$ cat config.mk
export PLATFORM = sky130hd
export DESIGN_NAME = ball_motion_flat
export DESIGN_NICKNAME = d
export VERILOG_FILES = /design/src/rtl/breakout_pkg.sv /design/src/rtl/ball_motion_if.sv /design/src/rtl/ball_collide.sv /design/src/rtl/ball_motion.sv /design/src/flat_wrapper.sv
export SDC_FILE = /design/constraint.sdc
export NUM_CORES = 1
export LEC_CHECK = 0
export CAP_MARGIN = 20
export CORE_AREA = 2 2 92 94
export CTS_CLUSTER_DIAMETER = 150
export DETAILED_ROUTE_END_ITERATION = 6
export DIE_AREA = 0 0 94 96
export PLACE_DENSITY_LB_ADDON = 0.08
export SYNTH_ARGS = -nofsm -noshare
export SYNTH_HDL_FRONTEND = slang
export SYNTH_SLANG_ARGS = --single-unit
$ cat constraint.sdc
create_clock -name i_clk -period 6.2 [get_ports i_clk]
set_input_delay 1.55 -clock i_clk [delete_from_list [all_inputs] [get_ports i_clk]]
set_output_delay 1.55 -clock i_clk [all_outputs]
set_load 0.005 [all_outputs]
$ cat src/rtl/breakout_pkg.sv
// Shared Breakout definitions: coordinate type, ball state machine
// encoding, direction encodings and default display size.
package breakout_pkg;

  localparam int COORD_W = 12;
  typedef logic [COORD_W-1:0] coord_t;

  typedef enum logic [1:0] {
    IDLE = 2'd0,
    RUN  = 2'd1,
    MISS = 2'd2,
    OVER = 2'd3
  } state_e;

  // Horizontal direction: dx
  localparam logic DIR_LEFT  = 1'b0;
  localparam logic DIR_RIGHT = 1'b1;
  // Vertical direction: dy
  localparam logic DIR_UP    = 1'b0;
  localparam logic DIR_DOWN  = 1'b1;

  localparam int D_WIDTH_DEF  = 640;
  localparam int D_HEIGHT_DEF = 480;

endpackage

$ cat src/rtl/ball_motion_if.sv
// Ball engine bus: animation control and paddle edges in, ball
// bounding box, lives and event pulses out.
//   master : the side that drives paddle/control (paddle block, bench)
//   slave  : the ball engine
interface ball_motion_if;
  import breakout_pkg::*;

  logic       i_ani_stb;
  logic       i_animate;
  logic       i_start;
  coord_t     i_x1;
  coord_t     i_x2;
  coord_t     o_x1;
  coord_t     o_x2;
  coord_t     o_y1;
  coord_t     o_y2;
  logic [1:0] o_lives;
  logic       o_hit;
  logic       o_miss;
  logic       o_endgame;

  modport master (
    output i_ani_stb, i_animate, i_start, i_x1, i_x2,
    input  o_x1, o_x2, o_y1, o_y2, o_lives, o_hit, o_miss, o_endgame
  );

  modport slave (
    input  i_ani_stb, i_animate, i_start, i_x1, i_x2,
    output o_x1, o_x2, o_y1, o_y2, o_lives, o_hit, o_miss, o_endgame
  );

endinterface

$ cat src/rtl/ball_collide.sv
// Purely combinational collision logic for the ball.
// Inputs : ball centre x/y, current directions dx/dy, paddle edges px1/px2.
// Outputs: next directions, paddle-hit flag, lost-ball flag.
// All comparisons are done at 13 bits with the ball half-size moved to
// the constant side so nothing can underflow.
module ball_collide
  import breakout_pkg::*;
#(
  parameter int B_SIZE   = 4,
  parameter int D_WIDTH  = D_WIDTH_DEF,
  parameter int D_HEIGHT = D_HEIGHT_DEF,
  parameter int P_TOP    = 445
) (
  input  coord_t x,
  input  coord_t y,
  input  logic   dx,
  input  logic   dy,
  input  coord_t px1,
  input  coord_t px2,
  output logic   dx_next,
  output logic   dy_next,
  output logic   hit,
  output logic   miss
);

  // x - B <= 1        <=>  x <= B + 1
  localparam logic [12:0] LEFT_LIM  = 13'(B_SIZE + 1);
  // x + B >= W - 2    <=>  x >= W - 2 - B
  localparam logic [12:0] RIGHT_LIM = 13'(D_WIDTH - 2 - B_SIZE);
  localparam logic [12:0] TOP_LIM   = 13'(B_SIZE + 1);
  // bottom edge exactly one row above the paddle top
  localparam logic [12:0] PAD_Y     = 13'(P_TOP - 1 - B_SIZE);
  localparam logic [12:0] BOT_LIM   = 13'(D_HEIGHT - 1 - B_SIZE);

  logic [12:0] x_w;
  logic [12:0] y_w;
  logic [12:0] x_right;
  logic [12:0] px2_reach;
  logic        at_left;
  logic        at_right;
  logic        at_top;
  logic        over_paddle;
  logic        at_paddle;

  assign x_w       = {1'b0, x};
  assign y_w       = {1'b0, y};
  assign x_right   = x_w + 13'(B_SIZE);
  // x - B <= px2  <=>  x <= px2 + B
  assign px2_reach = {1'b0, px2} + 13'(B_SIZE);

  assign at_left     = (dx == DIR_LEFT)  && (x_w <= LEFT_LIM);
  assign at_right    = (dx == DIR_RIGHT) && (x_w >= RIGHT_LIM);
  assign at_top      = (dy == DIR_UP)    && (y_w <= TOP_LIM);
  assign over_paddle = (x_right >= {1'b0, px1}) && (x_w <= px2_reach);
  assign at_paddle   = (dy == DIR_DOWN) && (y_w == PAD_Y) && over_paddle;

  assign miss    = (dy == DIR_DOWN) && (y_w >= BOT_LIM);
  assign hit     = at_paddle;
  assign dx_next = at_left ? DIR_RIGHT : (at_right  ? DIR_LEFT : dx);
  assign dy_next = at_top  ? DIR_DOWN  : (at_paddle ? DIR_UP   : dy);

endmodule

$ cat src/rtl/ball_motion.sv
// Breakout ball engine.
// Ports:
//   i_clk, i_rst : clock, synchronous active-high reset
//   bus (slave)  : i_ani_stb/i_animate step control, i_start launch,
//                  i_x1/i_x2 paddle edges; o_x1..o_y2 ball box,
//                  o_lives, o_hit/o_miss pulses, o_endgame.
// The ball rests on the paddle in IDLE, flies one pixel per axis per
// enabled strobe in RUN, spends one cycle in MISS after a lost ball and
// freezes in OVER once all lives are gone.
module ball_motion
  import breakout_pkg::*;
#(
  parameter int B_SIZE   = 4,
  parameter int D_WIDTH  = D_WIDTH_DEF,
  parameter int D_HEIGHT = D_HEIGHT_DEF,
  parameter int P_TOP    = 445,
  parameter int IX       = 320,
  parameter int LIVES    = 3
) (
  input logic          i_clk,
  input logic          i_rst,
  ball_motion_if.slave bus
);

  localparam coord_t Y_REST = COORD_W'(P_TOP - B_SIZE - 1);
  localparam coord_t X_INIT = COORD_W'(IX);
  localparam coord_t B_OFF  = COORD_W'(B_SIZE);

  state_e     state_q, state_d;
  coord_t     x_q, x_d;
  coord_t     y_q, y_d;
  logic       dx_q, dx_d;
  logic       dy_q, dy_d;
  logic [1:0] lives_q, lives_d;
  logic       hit_q, hit_d;
  logic       miss_q, miss_d;

  logic [12:0] paddle_sum;
  coord_t      paddle_mid;
  logic        step;
  logic        col_dx;
  logic        col_dy;
  logic        col_hit;
  logic        col_miss;

  // 13-bit sum so two edges near the right border cannot overflow
  assign paddle_sum = {1'b0, bus.i_x1} + {1'b0, bus.i_x2};
  assign paddle_mid = paddle_sum[12:1];
  assign step       = bus.i_ani_stb && bus.i_animate;

  ball_collide #(
    .B_SIZE   (B_SIZE),
    .D_WIDTH  (D_WIDTH),
    .D_HEIGHT (D_HEIGHT),
    .P_TOP    (P_TOP)
  ) u_collide (
    .x       (x_q),
    .y       (y_q),
    .dx      (dx_q),
    .dy      (dy_q),
    .px1     (bus.i_x1),
    .px2     (bus.i_x2),
    .dx_next (col_dx),
    .dy_next (col_dy),
    .hit     (col_hit),
    .miss    (col_miss)
  );

  always_comb begin
    state_d = state_q;
    x_d     = x_q;
    y_d     = y_q;
    dx_d    = dx_q;
    dy_d    = dy_q;
    lives_d = lives_q;
    hit_d   = 1'b0;
    miss_d  = 1'b0;

    case (state_q)
      IDLE: begin
        // ball sits on top of the paddle, centred on it
        x_d = paddle_mid;
        y_d = Y_REST;
        if (bus.i_start) begin
          state_d = RUN;
          dx_d    = DIR_RIGHT;
          dy_d    = DIR_UP;
        end
      end

      RUN: begin
        if (step) begin
          if (col_miss) begin
            // ball stays where it fell out; direction is irrelevant now
            lives_d = (lives_q == 2'd0) ? 2'd0 : lives_q - 2'd1;
            miss_d  = 1'b1;
            state_d = MISS;
          end else begin
            dx_d  = col_dx;
            dy_d  = col_dy;
            hit_d = col_hit;
            // move with the freshly flipped directions
            x_d   = (col_dx == DIR_RIGHT) ? x_q + 12'd1 : x_q - 12'd1;
            y_d   = (col_dy == DIR_DOWN)  ? y_q + 12'd1 : y_q - 12'd1;
          end
        end
      end

      MISS: begin
        state_d = (lives_q == 2'd0) ? OVER : IDLE;
      end

      OVER: begin
        state_d = OVER;
      end

      default: begin
        state_d = IDLE;
      end
    endcase
  end

  always_ff @(posedge i_clk) begin
    if (i_rst) begin
      state_q <= IDLE;
      x_q     <= X_INIT;
      y_q     <= Y_REST;
      dx_q    <= DIR_RIGHT;
      dy_q    <= DIR_UP;
      lives_q <= 2'(LIVES);
      hit_q   <= 1'b0;
      miss_q  <= 1'b0;
    end else begin
      state_q <= state_d;
      x_q     <= x_d;
      y_q     <= y_d;
      dx_q    <= dx_d;
      dy_q    <= dy_d;
      lives_q <= lives_d;
      hit_q   <= hit_d;
      miss_q  <= miss_d;
    end
  end

  assign bus.o_x1      = x_q - B_OFF;
  assign bus.o_x2      = x_q + B_OFF;
  assign bus.o_y1      = y_q - B_OFF;
  assign bus.o_y2      = y_q + B_OFF;
  assign bus.o_lives   = lives_q;
  assign bus.o_hit     = hit_q;
  assign bus.o_miss    = miss_q;
  assign bus.o_endgame = (state_q == OVER);

endmodule

$ cat src/flat_wrapper.sv
// flat-port wrapper written by rule: the top's interface ports become plain ports
module ball_motion_flat import breakout_pkg::*;
#(
  parameter int B_SIZE   = 4,
  parameter int D_WIDTH  = D_WIDTH_DEF,
  parameter int D_HEIGHT = D_HEIGHT_DEF,
  parameter int P_TOP    = 445,
  parameter int IX       = 320,
  parameter int LIVES    = 3
)
  (i_clk, i_rst, bus_i_ani_stb, bus_i_animate, bus_i_start, bus_i_x1, bus_i_x2, bus_o_x1, bus_o_x2, bus_o_y1, bus_o_y2, bus_o_lives, bus_o_hit, bus_o_miss, bus_o_endgame);
  ball_motion_if bus_i ();
  input logic i_clk;
  input logic i_rst;
  input wire logic [$bits(bus_i.i_ani_stb)-1:0] bus_i_ani_stb;
  input wire logic [$bits(bus_i.i_animate)-1:0] bus_i_animate;
  input wire logic [$bits(bus_i.i_start)-1:0] bus_i_start;
  input wire logic [$bits(bus_i.i_x1)-1:0] bus_i_x1;
  input wire logic [$bits(bus_i.i_x2)-1:0] bus_i_x2;
  output wire logic [$bits(bus_i.o_x1)-1:0] bus_o_x1;
  output wire logic [$bits(bus_i.o_x2)-1:0] bus_o_x2;
  output wire logic [$bits(bus_i.o_y1)-1:0] bus_o_y1;
  output wire logic [$bits(bus_i.o_y2)-1:0] bus_o_y2;
  output wire logic [$bits(bus_i.o_lives)-1:0] bus_o_lives;
  output wire logic [$bits(bus_i.o_hit)-1:0] bus_o_hit;
  output wire logic [$bits(bus_i.o_miss)-1:0] bus_o_miss;
  output wire logic [$bits(bus_i.o_endgame)-1:0] bus_o_endgame;
  assign bus_i.i_ani_stb = bus_i_ani_stb;
  assign bus_i.i_animate = bus_i_animate;
  assign bus_i.i_start = bus_i_start;
  assign bus_i.i_x1 = bus_i_x1;
  assign bus_i.i_x2 = bus_i_x2;
  assign bus_o_x1 = bus_i.o_x1;
  assign bus_o_x2 = bus_i.o_x2;
  assign bus_o_y1 = bus_i.o_y1;
  assign bus_o_y2 = bus_i.o_y2;
  assign bus_o_lives = bus_i.o_lives;
  assign bus_o_hit = bus_i.o_hit;
  assign bus_o_miss = bus_i.o_miss;
  assign bus_o_endgame = bus_i.o_endgame;
  ball_motion #(.B_SIZE(B_SIZE), .D_WIDTH(D_WIDTH), .D_HEIGHT(D_HEIGHT), .P_TOP(P_TOP), .IX(IX), .LIVES(LIVES)) u_core (.i_clk(i_clk), .i_rst(i_rst), .bus(bus_i));
endmodule
==> results of run 1 <==
==> worst paths after layout <==
kind | startpoint | end | slack, ns | depth (start not counted)
worst max-delay path | bus_i_x2[7] | u_core.y_q[10] | 0.38 | 21
worst min-delay path | u_core.bus.o_lives[1] | u_core.bus.o_lives[1] | 0.57 | 2
worst max register to register | u_core.x_q[3] | u_core.y_q[10] | 0.93 | 20
worst min register to register | u_core.bus.o_lives[1] | u_core.bus.o_lives[1] | 0.57 | 2
==> metrics by stage <==
| step | setup WS [ns] | hold WS [ns] | total power [W] | TNS (ns) |
|---|---|---|---|---|
| final | 0.382 | 0.573 | 0.00108 | 0 |
| after global routing | 0.0730 | 0.599 | 0.00117 | 0 |
| after CTS | 0.224 | 0.566 | 0.00107 | 0 |
| after detailed placement | -0.0670 | 0.556 | 0.000915 | -0.0971 |
| after global placement | 0.0681 | 0.532 | 0.000895 | 0 |
| after floorplan | 1.02 | 0.477 | 0.000703 | 0 |
==> power by group <==
group / switching [W] / internal (W) / total [W] / leakage [nW]
Clock: 0.0000812 / 0.0000763 / 0.000157 / 0.0410
Combinational: 0.000321 / 0.000319 / 0.000640 / 1.83
Sequential: 0.0000539 / 0.000224 / 0.000278 / 0.262
Total: 0.000456 / 0.000619 / 0.00108 / 2.13
==> Yosys cell counts (4+ instances only) <==
cell type / number / area (um2)
nand3_1: 24 / 120
a211oi_1: 12 / 90.1
a311oi_1: 4 / 35.0
nor4_1: 4 / 25.0
a21o_1: 12 / 90.1
o21ai_0: 20 / 100
nand2b_1: 7 / 43.8
o21a_1: 10 / 75.1
dfxtp_1: 32 / 641
or4_1: 4 / 30.0
or3_1: 5 / 31.3
nand4_1: 7 / 43.8
xor2_1: 33 / 289
a31oi_1: 4 / 25.0
o21ai_1: 5 / 25.0
inv_1: 30 / 113
a21oi_1: 28 / 140
buf_4: 12 / 90.1
a22oi_1: 6 / 45.0
xnor2_1: 28 / 245
o21bai_1: 6 / 45.0
and2_1: 5 / 31.3
nor2b_1: 11 / 68.8
ha_1: 64 / 801
buf_2: 8 / 40.0
nor3_1: 20 / 100
clkbuf_1: 9 / 33.8
nand2_1: 37 / 139
nor2_1: 41 / 154
==> flip-flops by register name (all words and copies together), names as in the netlist <==
register,count
u_core.x_q,12
u_core.y_q,12
u_core.bus.o_lives,2
u_core.state_q,2
u_core.bus.o_hit,1
u_core.bus.o_miss,1
u_core.dx_q,1
u_core.dy_q,1
==> critical path, stage by stage <==
cell and delay (ns):
clkdlybuf4s50_1 0.53, and4_1 0.24, and2_1 0.16, nand3_1 0.10, xor2_1 0.17, ha_1 0.31
and3_1 0.19, nand3_1 0.17, a211oi_2 0.26, o21bai_2 0.14, a31oi_2 0.27, inv_4 0.13
fa_1 0.43, a21o_1 0.17, a21oi_1 0.22, o21bai_1 0.09, a21oi_1 0.22, o2bb2ai_1 0.18
o21ai_0 0.14, xor2_1 0.16, a22o_1 0.18
==> final cells by class <==
| type | count | area share |
|---|---|---|
| Clock buffer | 6 | 0.0142 |
| Tap cell | 105 | 0.0256 |
| Sequential cell | 32 | 0.125 |
| Inverter | 30 | 0.0225 |
| Clock inverter | 1 | 0.000977 |
| Multi-Input combinational cell | 447 | 0.643 |
| Timing Repair Buffer | 88 | 0.168 |
==> cell usage in the layout (no fill, tap or decap), types with 6 or more instances in the layout <==
cell type,Yosys,routed
clkdlybuf4s50_1,0,81
ha_1,64,64
nor2_1,41,41
nand2_1,37,37
xor2_1,33,33
dfxtp_1,32,32
inv_1,30,29
a21oi_1,28,28
xnor2_1,28,28
nand3_1,24,24
nor3_1,20,20
o21ai_0,20,20
a21o_1,12,12
nor2b_1,11,11
a211oi_1,12,11
o21a_1,10,10
nand2b_1,7,7
nand4_1,7,7
buf_4,12,7
a22oi_1,6,6
==> layer usage <==
layer / share of wire / vias to the layer above / routed length [um] / track usage
met5: 0 / - / 0 / 0
met4: 0.0095 / 0 / 112 / 0.0483
met3: 0.056 / 13 / 656 / 0.0384
met2: 0.44 / 125 / 5220 / 0.421
met1: 0.49 / 1942 / 5770 / 0.392
li1: - / 2076 / - / -
==> cell families (layout without fill, tap and decap cells) <==
family                     Yosys count  count (layout)
xor gates and xnor gates            61              61
DFF                                 32              32
adders and majority gates           67              67
and+or+nand+nor                    180             180
buffers and inverters               61             125
muxes                                1               1
AOI/OAI and AO/OA                  138             138
==> flow_summary.yaml, run 1 <==
drt:
  antenna_violating_nets_post_route: 0
  drt_iter0_markers: 244
  dr_total_vias: 4156
  viasPerCell: 5.86
  drt_wl_total_um: 11800
  drc: 0
  wire_per_inst_um: 16.6
  dr.pass1.iters: 6
placement:
  gp_congestion: 0.899
  dp.cells: 702
  placement.cell_area_mm2: 0.00503
  numPortBuffers: 81
  place.detailed.hpwl_um: 9340
die:
  dieArea_mm2: 0.00902
  coreArea_mm2: 0.00805
  die_x_um: 94
  fp-row-count: 33
  dieHeight_um: 96
  start_util: 0.524
  io_pins: 82
clock_network:
  clockBufferDepth: 2
  hold_buffers: 0
  path_clk_slew_ns: 0.07
  cts_setup_buffers: 0
  cts.sinks: 32
  ctsResizeCount: 0
  cts_tree: "yes"
  cts-htree-levels: 2
  clkLatencyLatePin_ns: 0.29
  cts_buffers: 5
  cts-root-buf: "clkbuf_8"
global_routing:
  grt_max_degree: 24
  grt_pass1_wl_um: 19300
  grt_pass1_vias: 3864
  grt_usage: 0.267
  antenna_found_initial: 0
  grt-ovfl-total: 0
pwr:
  power_density_mw_per_mm2: 210
  vdd_ir_drop_max_uv: 169
  p_leak_nw: 2.13
synth:
  syn_avg_cell_area_um2: 7.81
  synth_top_flop_cell: "dfxtp_1"
  synthXorXnorAreaFrac: 0.127
  synth_edf_count: 0
  syn-num-nets: 636
  ys_seq_area_frac: 0.152
  synth_top_family_by_area: "compound AO/OA/AOI/OAI gates"
  yosys.area_share.simple: 0.220
  synth_cell_types: 64
  async_reset_ff_frac: 0
  synthMuxAreaShare: 0.00237
  synth-compound-area-share: 0.225
  synth_adder_area_share: 0.204
  synth-seq-cells: 32
  synth_cells: 540
  yosysWarnings: 0
  syn_area_mm2: 0.00422
layout:
  multi_input_area_mm2: 0.00330
  seq_area_um2: 641
  fillCellCount: 744
  fin_nets: 700
  n_antenna_cell: 0
  drive_above_1_share: 0.0464
  syn_to_final_growth_pct: 21.5
  design_area_mm2: 0.00512
  stdcell_count: 709
  postLayoutCoreUtil: 0.636
hold_path:
  hold_path.class: "register to register"
sta:
  tightest_slew_ns: 0.855
  rsz0062_at_grt: "false"
  fin_crit_sh: 0.938
  timing.fmax_mhz: 172
  fin_crit_ns: 5.82
  setup_violations: 0
  relSlewSlack: 0.429
  slew_viol_final: 0
  final-hold-violation-count: 0
  skew_ns: 0.0112
worst_setup_path:
  path_max_fanout: 11
  crit_arrival_ns: 6.01
  worst-setup-path-type: "primary input to register"
  crit_path_start_kind: "primary input"
  worstPathRequired_ns: 6.39
  critPathCaptureType: "register"
run:
  maxCapViolations: 0
outcome:
  status: "completed"
(Power assumes the default switching activity.)
==> run 2: changes to the inputs <==
--- a/config.mk
+++ b/config.mk
@@ -6,11 +6,12 @@
 export NUM_CORES = 1
 export LEC_CHECK = 0
 export CAP_MARGIN = 20
-export CORE_AREA = 2 2 92 94
+export CORE_AREA = 2 2 106 82
 export CTS_CLUSTER_DIAMETER = 150
 export DETAILED_ROUTE_END_ITERATION = 6
-export DIE_AREA = 0 0 94 96
-export PLACE_DENSITY_LB_ADDON = 0.08
+export DIE_AREA = 0 0 108 84
+export GPL_ROUTABILITY_DRIVEN = 0
+export PLACE_DENSITY = 0.81
 export SYNTH_ARGS = -nofsm -noshare
 export SYNTH_HDL_FRONTEND = slang
 export SYNTH_SLANG_ARGS = --single-unit
==> run 2 against run 1 <==
Clock-buffer cell count is 1 higher. Combinational power is 1% higher. Non-clock buffer count fell by 1. Worst setup slack got worse by 0.16 ns. Core utilization is 0.45 points lower.
==> flow_summary.yaml, run 2 (synthesized netlist as in run 1, its figures left out) <==
outcome:
  status: "completed"
pwr:
  p_int_w: 0.000685
  power_density_mw_per_mm2: 223
  vdd_ir_drop_max_uv: 170
  p_total_w: 0.00115
  p_seq_frac: 0.242
  p_sw_w: 0.000465
  switching_share: 0.404
  p_clk_frac: 0.194
  p_leak_nw: 2.15
  p_comb_frac: 0.564
sta:
  rsz0062_at_grt: "false"
  final-hold-violation-count: 0
  skew_ns: 0.00356
  setup_violations: 0
  timing.fmax_mhz: 167
  relSlewSlack: 0.442
  fin_crit_ns: 5.98
  fin_crit_sh: 0.964
  final.setup.tns_ns: 0
  tightest_slew_ns: 0.835
  slew_viol_final: 0
worst_setup_path:
  r2r_slack_ns: 0.85
  ff2ff_path_depth: 19
  r2r-end: "u_core.y_q[10]"
  worstReg2RegStart: "u_core.x_q[2]"
  critPathCaptureType: "register"
  crit_arrival_ns: 6.20
  path_max_fanout: 11
  crit_path_start_kind: "primary input"
  worst-setup-path-type: "primary input to register"
  worstPathRequired_ns: 6.42
hold_path:
  holdPathEnd: "u_core.dx_q"
  hold_path.class: "register to register"
  min_path_cells: 2
  hp-start: "u_core.dx_q"
layout:
  postLayoutCoreUtil: 0.632
  design_area_mm2: 0.00516
  final_common_cell: "clkdlybuf4s50_1"
  syn_to_final_growth_pct: 22.3
  layout_common_cells: "clkdlybuf4s50_1, ha_1, nor2_1, nand2_1, xor2_1"
  fin_nets: 699
  reg.largest.list: "u_core.x_q x12, u_core.y_q x12"
  n_antenna_cell: 0
  drive_above_1_share: 0.0414
clock_network:
  path_clk_slew_ns: 0.07
  clkLatencyLatePin_ns: 0.29
  cts-htree-levels: 2
  cts_buffers: 5
  cts_setup_buffers: 0
  hold_buffers: 0
  cts.sinks: 32
  cts-root-buf: "clkbuf_8"
  clockBufferDepth: 2
  ctsResizeCount: 0
  cts_tree: "yes"
drt:
  dr_total_vias: 4217
  wire_per_inst_um: 16.3
  drt_wl_total_um: 11600
  drt_iter0_markers: 253
  viasPerCell: 5.92
  drc: 0
  top_layer: "met4"
  dr.pass1.iters: 5
  met3WireLength_um: 860
  antenna_violating_nets_post_route: 0
  wl_met2_um: 5110
  wl_met1_um: 5560
die:
  die_x_um: 108
  dieHeight_um: 84
  coreArea_mm2: 0.00816
  start_util: 0.517
  dieArea_mm2: 0.00907
  io_pins: 82
  fp-row-count: 29
placement:
  placement.cell_area_mm2: 0.00502
  numPortBuffers: 81
  place.detailed.hpwl_um: 9150
global_routing:
  grt_pass1_vias: 3930
  grt-ovfl-total: 0
  antenna_found_initial: 0
  grt_pass1_wl_um: 19000
  grt_usage: 0.256
  grt_max_degree: 24
run:
  maxCapViolations: 0
run 2: area by class of cell:
| type | instances | area, um2 |
|---|---|---|
| Multi-Input combinational cell | 447 | 3280 |
| Fill cell | 706 | 3010 |
| Timing Repair Buffer | 87 | 862 |
| Sequential cell | 32 | 641 |
| Tap cell | 108 | 135 |
| Inverter | 30 | 113 |
| Clock buffer | 7 | 96.3 |
| Clock inverter | 1 | 30.0 |
run 2: how the worst max path moves through the flow:
| stage | startpoint | endpoint | slack (ns) | cells past startpoint |
|---|---|---|---|---|
| final | bus_i_x2[6] | u_core.y_q[11] | 0.22 | 21 |
| after global routing | bus_i_x2[6] | u_core.y_q[10] | 0.02 | 21 |
| after CTS | bus_i_x2[6] | u_core.y_q[11] | 0.27 | 21 |
| after detailed placement | bus_i_x2[6] | u_core.y_q[11] | -0.03 | 21 |
| after global placement | bus_i_x2[6] | u_core.y_q[10] | 0.13 | 21 |
| after floorplan | bus_i_x2[7] | u_core.y_q[10] | 1.02 | 20 |
run 2: through the flow:
stage / hold slack, ns / instances / setup WS [ns]
finish: 0.581 / 712 / 0.224
CTS: 0.564 / 711 / 0.272
floorplan: 0.477 / 540 / 1.02
global route: 0.595 / 712 / 0.0181
global placement: 0.541 / 703 / 0.133
detailed placement: 0.550 / 703 / -0.0258
run 2: critical path, stage by stage:
cell,delay (ns)
clkdlybuf4s50_1,0.55
and4_1,0.27
nand4_1,0.15
nor2_1,0.16
xnor2_1,0.14
ha_1,0.26
and3_1,0.20
a221oi_1,0.26
o21ai_0,0.14
o21bai_1,0.23
a31oi_2,0.16
inv_1,0.35
ha_1,0.34
a211oi_1,0.36
o21a_1,0.20
o31ai_1,0.11
a21o_1,0.20
a21o_1,0.18
xor2_1,0.15
nand3b_1,0.16
o21ai_1,0.09
run 2: power by group through the flow:
| stage | Sequential, W | Clock [W] | Combinational, W |
|---|---|---|---|
| 3_5_place_dp | 0.000281 | 0 | 0.000633 |
| 5_1_grt | 0.000282 | 0.000233 | 0.000714 |
| 4_1_cts | 0.000276 | 0.000223 | 0.000638 |
| 2_1_floorplan | 0.000251 | 0 | 0.000452 |
| 6_report | 0.000279 | 0.000223 | 0.000648 |
| 3_3_place_gp | 0.000279 | 0 | 0.000614 |
run 2: routing by layer:
layer,GRT usage,up-vias
li1,-,2066
met1,0.381,1975
met2,0.394,163
met3,0.0383,13
met4,0.0443,0
met5,0,-
==> run 3: changes to the inputs <==
--- a/config.mk
+++ b/config.mk
@@ -6,12 +6,13 @@
 export NUM_CORES = 1
 export LEC_CHECK = 0
 export CAP_MARGIN = 20
-export CORE_AREA = 2 2 106 82
+export CORE_AREA = 2 2 110 85
 export CTS_CLUSTER_DIAMETER = 150
 export DETAILED_ROUTE_END_ITERATION = 6
-export DIE_AREA = 0 0 108 84
+export DIE_AREA = 0 0 112 87
 export GPL_ROUTABILITY_DRIVEN = 0
-export PLACE_DENSITY = 0.81
+export PLACE_DENSITY = 0.76
 export SYNTH_ARGS = -nofsm -noshare
 export SYNTH_HDL_FRONTEND = slang
 export SYNTH_SLANG_ARGS = --single-unit
+export TNS_END_PERCENT = 50
==> run 3 against run 2 <==
Routed wire length increased by 4.3%. Power up 7.3%. Via count grew 1.3%. Register-to-register slack worse by 0.08 ns. Clock-buffer cell count unchanged. Cell count is 0.56% higher. Global-route usage down 0.79 points. Design area grew 1.1%. Critical path type unchanged. Non-clock buffer count is the same. Clock skew barely moved.
==> flow_summary.yaml, run 3 (synthesized netlist as in run 1, its figures left out) <==
pwr:
  p_leak_nw: 2.17
  p_seq_frac: 0.227
  switching_share: 0.388
  vdd_ir_drop_max_uv: 183
  p_comb_frac: 0.528
  p_int_w: 0.000755
  p_clk_frac: 0.244
  power_density_mw_per_mm2: 237
  p_total_w: 0.00123
  p_sw_w: 0.000479
clock_network:
  path_clk_slew_ns: 0.05
  cts_buffers: 5
  cts-htree-levels: 2
  hold_buffers: 0
  clockBufferDepth: 2
  cts-root-buf: "clkbuf_16"
  cts_tree: "yes"
  ctsResizeCount: 0
  cts_setup_buffers: 0
  cts.sinks: 32
  clkLatencyLatePin_ns: 0.28
sta:
  relSlewSlack: 0.449
  skew_ns: 0.00396
  final-hold-violation-count: 0
  final.setup.tns_ns: 0
  fin_crit_sh: 0.950
  setup_slack_ns: 0.313
  slew_viol_final: 0
  timing.fmax_mhz: 170
  rsz0062_at_grt: "false"
  setup_violations: 0
  tightest_slew_ns: 0.824
  fin_crit_ns: 5.89
drt:
  antenna_violating_nets_post_route: 0
  drt_wl_total_um: 12100
  drt_iter0_markers: 310
  dr_total_vias: 4270
  dr.pass1.iters: 5
  wire_per_inst_um: 16.9
  viasPerCell: 5.96
  drc: 0
global_routing:
  grt_usage: 0.249
  grt-ovfl-total: 0
  grt_pass1_vias: 3971
  met2_usage: 0.391
  grtUsageMet3: 0.0480
  antenna_found_initial: 0
  grt_pass1_wl_um: 20000
  met1_usage: 0.355
  grt_max_degree: 24
  top_usage_layer: "met2"
layout:
  fin_nets: 699
  design_area_mm2: 0.00522
  layout_common_cells: "clkdlybuf4s50_1, ha_1, nor2_1, nand2_1, xor2_1"
  postLayoutCoreUtil: 0.594
  n_antenna_cell: 0
  syn_to_final_growth_pct: 23.7
  drive_above_1_share: 0.0430
  final_common_cell: "clkdlybuf4s50_1"
  reg.largest.list: "u_core.x_q x12, u_core.y_q x12"
die:
  die_x_um: 112
  coreArea_mm2: 0.00878
  io_pins: 82
  fp-row-count: 30
  dieHeight_um: 87
  dieArea_mm2: 0.00974
  start_util: 0.480
outcome:
  status: "completed"
run:
  maxCapViolations: 0
worst_setup_path:
  critPathCaptureType: "register"
  path_max_fanout: 11
  crit_arrival_ns: 6.06
  worstPathRequired_ns: 6.37
  crit_path_start_kind: "primary input"
  worst-setup-path-type: "primary input to register"
placement:
  numPortBuffers: 81
  dp_slack_ns: -0.116
  placement.cell_area_mm2: 0.00502
  place.detailed.hpwl_um: 9610
hold_path:
  hold_path.class: "register to register"
==> run 3: power groups by stage <==
stage,logic (W),registers (W),clock network (W)
floorplan,0.000452,0.000251,0
global placement,0.000613,0.000281,0
CTS,0.000642,0.000278,0.000303
global route,0.000722,0.000284,0.000311
finish,0.000652,0.000281,0.000302
detailed placement,0.000637,0.000283,0
==> run 3: path summary, 6_finish.rpt <==
kind                           endpoint  slack (ns)  cells past startpoint                   from
setup / recovery         u_core.y_q[10]        0.31                     21            bus_i_x2[6]
hold / removal    u_core.bus.o_lives[1]        0.56                      2  u_core.bus.o_lives[1]
setup reg to reg         u_core.y_q[10]        0.77                     19          u_core.x_q[2]
hold reg to reg   u_core.bus.o_lives[1]        0.56                      2  u_core.bus.o_lives[1]
==> run 3: final cells by class <==
cell class / count / area (um2)
Clock inverter: 1 / 30.0
Multi-Input combinational cell: 447 / 3280
Fill cell: 783 / 3570
Clock buffer: 7 / 153
Timing Repair Buffer: 87 / 856
Sequential cell: 32 / 641
Inverter: 30 / 115
Tap cell: 112 / 140
==> run 3: critical path: stages <==
cell	delay (ns)
clkdlybuf4s50_1	0.53
and4_1	0.25
and2_1	0.16
nand3_1	0.10
xor2_1	0.17
ha_1	0.31
and3_1	0.19
a221oi_1	0.27
o21ai_0	0.13
o21bai_1	0.25
a31oi_2	0.20
inv_4	0.17
ha_1	0.30
a21o_1	0.19
a21oi_1	0.24
o21bai_1	0.09
a21oi_1	0.29
o2bb2ai_1	0.19
o21ai_0	0.14
xor2_1	0.15
a22o_1	0.18
==> run 3: per-layer routing <==
layer	share of wire	vias to the layer above
met4	0.018	0
met1	0.47	1998
li1	-	2077
met2	0.43	170
met5	0	-
met3	0.079	25
==> run 3: per-stage QoR <==
step                      hold slack (ns)  instances
after detailed placement            0.546        707
after global placement              0.538        707
after floorplan                     0.477        540
after global routing                0.591        716
after CTS                           0.556        715
final                               0.561        716
